File: config.mk
export PLATFORM = sky130hd
export DESIGN_NAME = trap_ctrl
export DESIGN_NICKNAME = d
export VERILOG_FILES = /design/src/rtl/trap_ctrl_pkg.sv /design/src/rtl/trap_ctrl_irq_sync.sv /design/src/rtl/trap_ctrl.sv
export SDC_FILE = /design/constraint.sdc
export NUM_CORES = 1
export LEC_CHECK = 0
export ABC_CLOCK_PERIOD_IN_PS = 2600
export BUFFER_PORTS_ARGS = -buffer_cell sky130_fd_sc_hd__buf_2
export CORE_AREA = 2 2 131 133
export DETAILED_ROUTE_END_ITERATION = 8
export DIE_AREA = 0 0 133 135
export PLACE_DENSITY_LB_ADDON = 0.12
export SYNTH_ARGS = -nofsm -noshare
export SYNTH_HDL_FRONTEND = slang
export SYNTH_SLANG_ARGS = --single-unit
export TNS_END_PERCENT = 100
File: constraint.sdc
create_clock -name clk -period 2.6 [get_ports clk]
set_input_delay 0.52 -clock clk [delete_from_list [all_inputs] [get_ports clk]]
set_output_delay 0.52 -clock clk [all_outputs]
set_load 0.01 [all_outputs]
File: src/rtl/trap_ctrl_pkg.sv
// Shared cause codes, CSR bit positions, FSM encoding and mstatus/target helpers
// for the machine-mode trap sequencer.
package trap_ctrl_pkg;

  localparam int MIE_BIT  = 3;
  localparam int MPIE_BIT = 7;
  localparam int MPP_LO   = 11;
  localparam int MPP_HI   = 12;
  localparam int MTIP_BIT = 7;
  localparam int MEIP_BIT = 11;

  localparam logic [31:0] CAUSE_EXT     = 32'h8000_000B;
  localparam logic [31:0] CAUSE_TIMER   = 32'h8000_0007;
  localparam logic [31:0] CAUSE_ILLEGAL = 32'd2;
  localparam logic [31:0] CAUSE_EBREAK  = 32'd3;
  localparam logic [31:0] CAUSE_ECALL   = 32'd11;

  typedef enum logic [1:0] {
    S_IDLE      = 2'd0,
    S_WAIT_BUSY = 2'd1,
    S_COMMIT    = 2'd2,
    S_REDIRECT  = 2'd3
  } state_t;

  typedef enum logic {
    K_TRAP = 1'b0,
    K_MRET = 1'b1
  } kind_t;

  function automatic logic [31:0] mstatus_on_trap(input logic [31:0] m);
    logic [31:0] r;
    r = m;
    r[MPP_HI:MPP_LO] = 2'b11;
    r[MPIE_BIT]      = m[MIE_BIT];
    r[MIE_BIT]       = 1'b0;
    return r;
  endfunction

  function automatic logic [31:0] mstatus_on_mret(input logic [31:0] m);
    logic [31:0] r;
    r = m;
    r[MIE_BIT]       = m[MPIE_BIT];
    r[MPIE_BIT]      = 1'b1;
    r[MPP_HI:MPP_LO] = 2'b11;
    return r;
  endfunction

  // Vectoring applies only to interrupt causes; exceptions always use the base.
  function automatic logic [31:0] redirect_target(input kind_t k, input logic [31:0] cause,
                                                  input logic [31:0] mepc, input logic [31:0] mtvec,
                                                  input logic vec_en);
    logic [31:0] base;
    base = {mtvec[31:2], 2'b00};
    if (k == K_MRET) return mepc;
    if (vec_en && mtvec[1:0] == 2'b01 && cause[31]) return base + {25'd0, cause[4:0], 2'b00};
    return base;
  endfunction

endpackage

File: src/rtl/trap_ctrl_irq_sync.sv
// Multi-flop synchroniser bringing the asynchronous external interrupt into clk.
module trap_ctrl_irq_sync #(
  parameter int STAGES = 2
) (
  input  logic clk,
  input  logic rst,
  input  logic d,
  output logic q
);

  logic [STAGES-1:0] chain;

  always_ff @(posedge clk) begin
    if (rst) chain <= '0;
    else     chain <= {chain[STAGES-2:0], d};
  end

  assign q = chain[STAGES-1];

endmodule

File: src/rtl/trap_ctrl.sv
// Machine-mode trap/interrupt sequencer: latches an EX event, strobes the CSR
// update port once, then redirects the pipeline to the trap vector or mepc.
module trap_ctrl
  import trap_ctrl_pkg::*;
#(
  parameter int VECTORED_EN     = 1,
  parameter int IRQ_SYNC_STAGES = 2
) (
  input  logic        clk,
  input  logic        rst,
  input  logic        ex_valid,
  input  logic [31:0] ex_pc,
  input  logic        ex_ecall,
  input  logic        ex_ebreak,
  input  logic        ex_illegal,
  input  logic        ex_mret,
  input  logic        ex_busy,
  input  logic        irq_ext,
  input  logic        irq_timer,
  input  logic [31:0] csr_mstatus,
  input  logic [31:0] csr_mepc,
  input  logic [31:0] csr_mtvec,
  input  logic [31:0] csr_mie,
  output logic        trap_mepc_vld,
  output logic        trap_mcause_vld,
  output logic        trap_mstatus_vld,
  output logic [31:0] trap_mepc,
  output logic [31:0] trap_mcause,
  output logic [31:0] trap_mstatus,
  output logic        hold,
  output logic        flush,
  output logic        redirect_vld,
  output logic [31:0] redirect_pc,
  output logic [31:0] irq_pending
);

  logic irq_ext_s;

  trap_ctrl_irq_sync #(.STAGES(IRQ_SYNC_STAGES)) u_irq_sync (
    .clk (clk),
    .rst (rst),
    .d   (irq_ext),
    .q   (irq_ext_s)
  );

  state_t      state;
  kind_t       kind;
  logic [31:0] cause_q;
  logic [31:0] pc_q;

  logic        int_ext, int_tmr, int_take, exc, event_now, go_commit;
  kind_t       ev_kind, cm_kind;
  logic [31:0] ev_cause, cm_cause, cm_pc;

  assign int_ext   = irq_ext_s & csr_mie[MEIP_BIT];
  assign int_tmr   = irq_timer & csr_mie[MTIP_BIT];
  assign int_take  = csr_mstatus[MIE_BIT] & ex_valid & (int_ext | int_tmr);
  assign exc       = ex_valid & (ex_ecall | ex_ebreak | ex_illegal | ex_mret);
  assign event_now = ~rst & (state == S_IDLE) & (int_take | exc);

  always_comb begin
    ev_kind  = K_TRAP;
    ev_cause = CAUSE_ECALL;
    if (int_take)        ev_cause = int_ext ? CAUSE_EXT : CAUSE_TIMER;
    else if (ex_illegal) ev_cause = CAUSE_ILLEGAL;
    else if (ex_ebreak)  ev_cause = CAUSE_EBREAK;
    else if (ex_ecall)   ev_cause = CAUSE_ECALL;
    else begin
      ev_kind  = K_MRET;
      ev_cause = '0;
    end
  end

  // Entering COMMIT straight from IDLE uses the live event, otherwise the latched one.
  assign cm_kind   = (state == S_IDLE) ? ev_kind  : kind;
  assign cm_cause  = (state == S_IDLE) ? ev_cause : cause_q;
  assign cm_pc     = (state == S_IDLE) ? ex_pc    : pc_q;
  assign go_commit = ~ex_busy & (event_now | (state == S_WAIT_BUSY));

  always_ff @(posedge clk) begin
    if (rst) begin
      state            <= S_IDLE;
      kind             <= K_TRAP;
      cause_q          <= '0;
      pc_q             <= '0;
      trap_mepc_vld    <= 1'b0;
      trap_mcause_vld  <= 1'b0;
      trap_mstatus_vld <= 1'b0;
      trap_mepc        <= '0;
      trap_mcause      <= '0;
      trap_mstatus     <= '0;
      redirect_vld     <= 1'b0;
      redirect_pc      <= '0;
    end else begin
      trap_mepc_vld    <= 1'b0;
      trap_mcause_vld  <= 1'b0;
      trap_mstatus_vld <= 1'b0;
      redirect_vld     <= 1'b0;
      case (state)
        S_IDLE: if (event_now) begin
          kind    <= ev_kind;
          cause_q <= ev_cause;
          pc_q    <= ex_pc;
          state   <= ex_busy ? S_WAIT_BUSY : S_COMMIT;
        end
        S_WAIT_BUSY: if (!ex_busy) state <= S_COMMIT;
        S_COMMIT: begin
          state        <= S_REDIRECT;
          redirect_vld <= 1'b1;
          redirect_pc  <= redirect_target(kind, cause_q, csr_mepc, csr_mtvec, VECTORED_EN != 0);
        end
        default: state <= S_IDLE;
      endcase
      if (go_commit) begin
        trap_mepc_vld    <= (cm_kind == K_TRAP);
        trap_mcause_vld  <= (cm_kind == K_TRAP);
        trap_mstatus_vld <= 1'b1;
        trap_mepc        <= cm_pc;
        trap_mcause      <= cm_cause;
        trap_mstatus     <= (cm_kind == K_TRAP) ? mstatus_on_trap(csr_mstatus)
                                                : mstatus_on_mret(csr_mstatus);
      end
    end
  end

  assign hold  = (state != S_IDLE) | event_now;
  assign flush = hold;

  always_comb begin
    irq_pending           = '0;
    irq_pending[MEIP_BIT] = irq_ext_s;
    irq_pending[MTIP_BIT] = irq_timer;
  end

  logic unused_mie;
  assign unused_mie = ^{csr_mie[31:12], csr_mie[10:8], csr_mie[6:0]};

endmodule

==> flow_summary.ini <==
[die]
dieHeight_um = 135
initial_core_util_pct = 42.0
dieArea_um2 = 18000
die_w_um = 133
rows = 47
num_io_pins = 336
core-area_um2 = 16400

[placed_design]
port_buffers = 246
dpl.hpwl_mm = 13.0
gp_congestion = 0.815
post-place-ws_ns = 0.294

[timing]
post-route-period-util_pct = 90.7
max_freq_mhz = 424
setup_viol = 0
fin_crit_ns = 2.36
worst_slew_pin_slew_ns = 1.04
fin_ws_ns = 0.241
tns_ns = 0
hold_violations = 0
maxSlewViolCount = 0
rsz0062_at_grt = no
relSlewSlack_pct = 30.9
skew_ns = 0.00817

[critical_path]
r2r-start = state[1]$_SDFFE_PP0P_
r2r_cells = 8
crit_path_start = u_irq_sync.chain[1]$_SDFF_PP0_
critical-path-top-delay-family = compound AO/OA/AOI/OAI gates
path_max_fanout = 6
criticalPathCategory = register to output pin
crit_buf_inv = 1
arrival_ns = 1.84
slowest_stage = a22oi_2
crit_chain = a22oi_2 -> o21ai_1 -> o21ai_0 -> nand2_1 -> buf_2
required_ns = 2.08
endpoint_kind = output pin
slowest_delay_ns = 0.39
startpoint_type = register
reg2reg_to = trap_mcause[3]$_SDFFE_PP0P_
r2r_slack_ns = 0.57

[power]
max-vdd-ir-drop_uv = 511
power_leakage_nw = 4.00
power_density_nw_per_um2 = 949
power_mw = 8.30

[detailed_routing]
drc_errors = 0
wire_per_inst_um = 14.4
highest-signal-layer = met4
wl_met3_mm = 1.41
routed_via_density = 4.89
m1WireLength_mm = 8.04
routed_wirelength_mm = 18.1
route.vias.total = 6153
wl_met2_mm = 8.47
dr.pass1.iters = 5
ant_nets = 0
first_iter_violations = 230

[synthesis]
syn_avg_cell_area_um2 = 8.72
seq_area_frac_synth_pct = 42.1
yosys_warnings = 0
synth.distinct_cells = 58
async_reset_ff_share_pct = 0
synth_top_area_cell = dfxtp_1
ys.flop_type = dfxtp_1
synth_area_leaders = dfxtp_1 42%, mux2i_1 9.1%, buf_4 6.9%
synthCells = 791
synth-seq-cells = 145
synth_edf_count = 0
synth_area_um2 = 6900
synth_top_area_share_pct = 42.1

[finish]
fillerInstances = 1648
final_cell_mix = 245 x buf_2, 145 x dfxtp_1, 92 x nor2_1, 89 x nand2_1, 63 x mux2i_1
drive_gt1_share_pct = 29.9
final_common_cell = buf_2
nets = 1199
syn2layout_area_growth_pct = 26.9

[clock_tree]
cts_buffer_depth = 2
path_clk_slew_ns = 0.06
post-cts-setup-buffer-count = 0
clock-sinks = 145
htree_levels = 4
ctsHoldBuffers = 0
cts_tree = yes
numCtsBuffers = 17
clock_latency_ns = 0.41
cts_repair_resize_count = 0
root_buffer = clkbuf_16

[global_route]
gr-usage-all-layers_pct = 19.6
grt_max_degree = 98
overflow = 0
grt_pass1_wl_mm = 28.3
antenna_found_initial = 3
grt_pass1_vias = 5486

[outcome]
status = finished, final reports clean

[worst_hold_path]
hold_depth = 2
hold_start = irq_ext
holdPathEnd = u_irq_sync.chain[0]$_SDFF_PP0_
hp-class = input port to register

[flow_run]
drv_cap = 0
[cell usage after synthesis (2+ instances only)]
cell	n
dfxtp_1	145
nor2_1	93
nand2_1	89
buf_4	63
mux2i_1	63
a21oi_1	48
a211oi_1	37
a22oi_1	25
clkbuf_1	25
o22ai_1	24
nand3_1	23
xor2_1	20
buf_2	19
nand4_1	14
inv_1	13
o21ai_0	10
ha_1	8
nand2b_1	6
nor3_1	5
and3_1	4
nor2b_1	4
o211ai_1	4
and4_1	3
buf_1	3
nor4_1	3
xnor2_1	3
a221oi_1	2
buf_6	2
nand3b_1	2
o21bai_1	2
o22ai_2	2
[worst max path at each step]
| stage | to | depth (start not counted) |
|---|---|---|
| after floorplan | hold | 7 |
| after global placement | redirect_pc[16]$_SDFFE_PP0P_ | 7 |
| after detailed placement | redirect_pc[16]$_SDFFE_PP0P_ | 7 |
| after CTS | flush | 5 |
| after global routing | hold | 5 |
| final | flush | 5 |
[stage by stage]
| stage | util, % | cells | instance area (µm²) | hold WS, ns |
|---|---|---|---|---|
| 2_1_floorplan | - | 847 | 7110 | 0.414 |
| 3_3_place_gp | 49.5 | 1221 | 8120 | 0.421 |
| 3_5_place_dp | 49.5 | 1221 | 8120 | 0.426 |
| 4_1_cts | 53.3 | 1253 | 8740 | 0.312 |
| 5_1_grt | 53.3 | 1254 | 8740 | 0.326 |
| 6_report | 53.3 | 1257 | 8750 | 0.332 |
[final cells by class]
cell class	count	area, µm²	area share [%]
tap	220	275	3.15
inverter	13	48.8	0.558
clock inverter	11	154	1.76
sequential	145	2900	33.2
antenna	4	10.0	0.114
clock buffer	21	470	5.38
multi-input combinational	577	3480	39.8
timing repair buffer	266	1410	16.1
[power breakdown]
part	internal [mW]	switching (mW)	total [mW]
sequential	2.71	0.235	2.94
combinational	1.19	1.62	2.80
clock	1.60	0.964	2.56
[layer usage]
layer / vias to the layer above / GRT usage (%)
met5: - / 0
met4: 0 / 5.56
met3: 12 / 6.61
met2: 206 / 31.8
met1: 2799 / 24.9
li1: 3136 / -
[state kept, by name (all words and copies together) (netlist names), 2 cells and up]
name              cells
redirect_pc          32
u_irq_sync.chain      2
trap_mstatus         31
trap_mcause           5
pc_q                 32
trap_mepc            32
state                 2
cause_q               5
[cell families after synthesis]
| group | count (synthesis) | synth area share, % |
|---|---|---|
| DFF | 145 | 42.1 |
| and+or+nand+nor | 254 | 16.5 |
| xor gates and xnor gates | 23 | 2.92 |
| other | 1 | 0.0544 |
| buffers and inverters | 125 | 10.8 |
| adders and majority gates | 9 | 1.74 |
| AOI/OAI and AO/OA | 170 | 16.6 |
| muxes | 64 | 9.31 |
(Power assumes the default switching activity.)
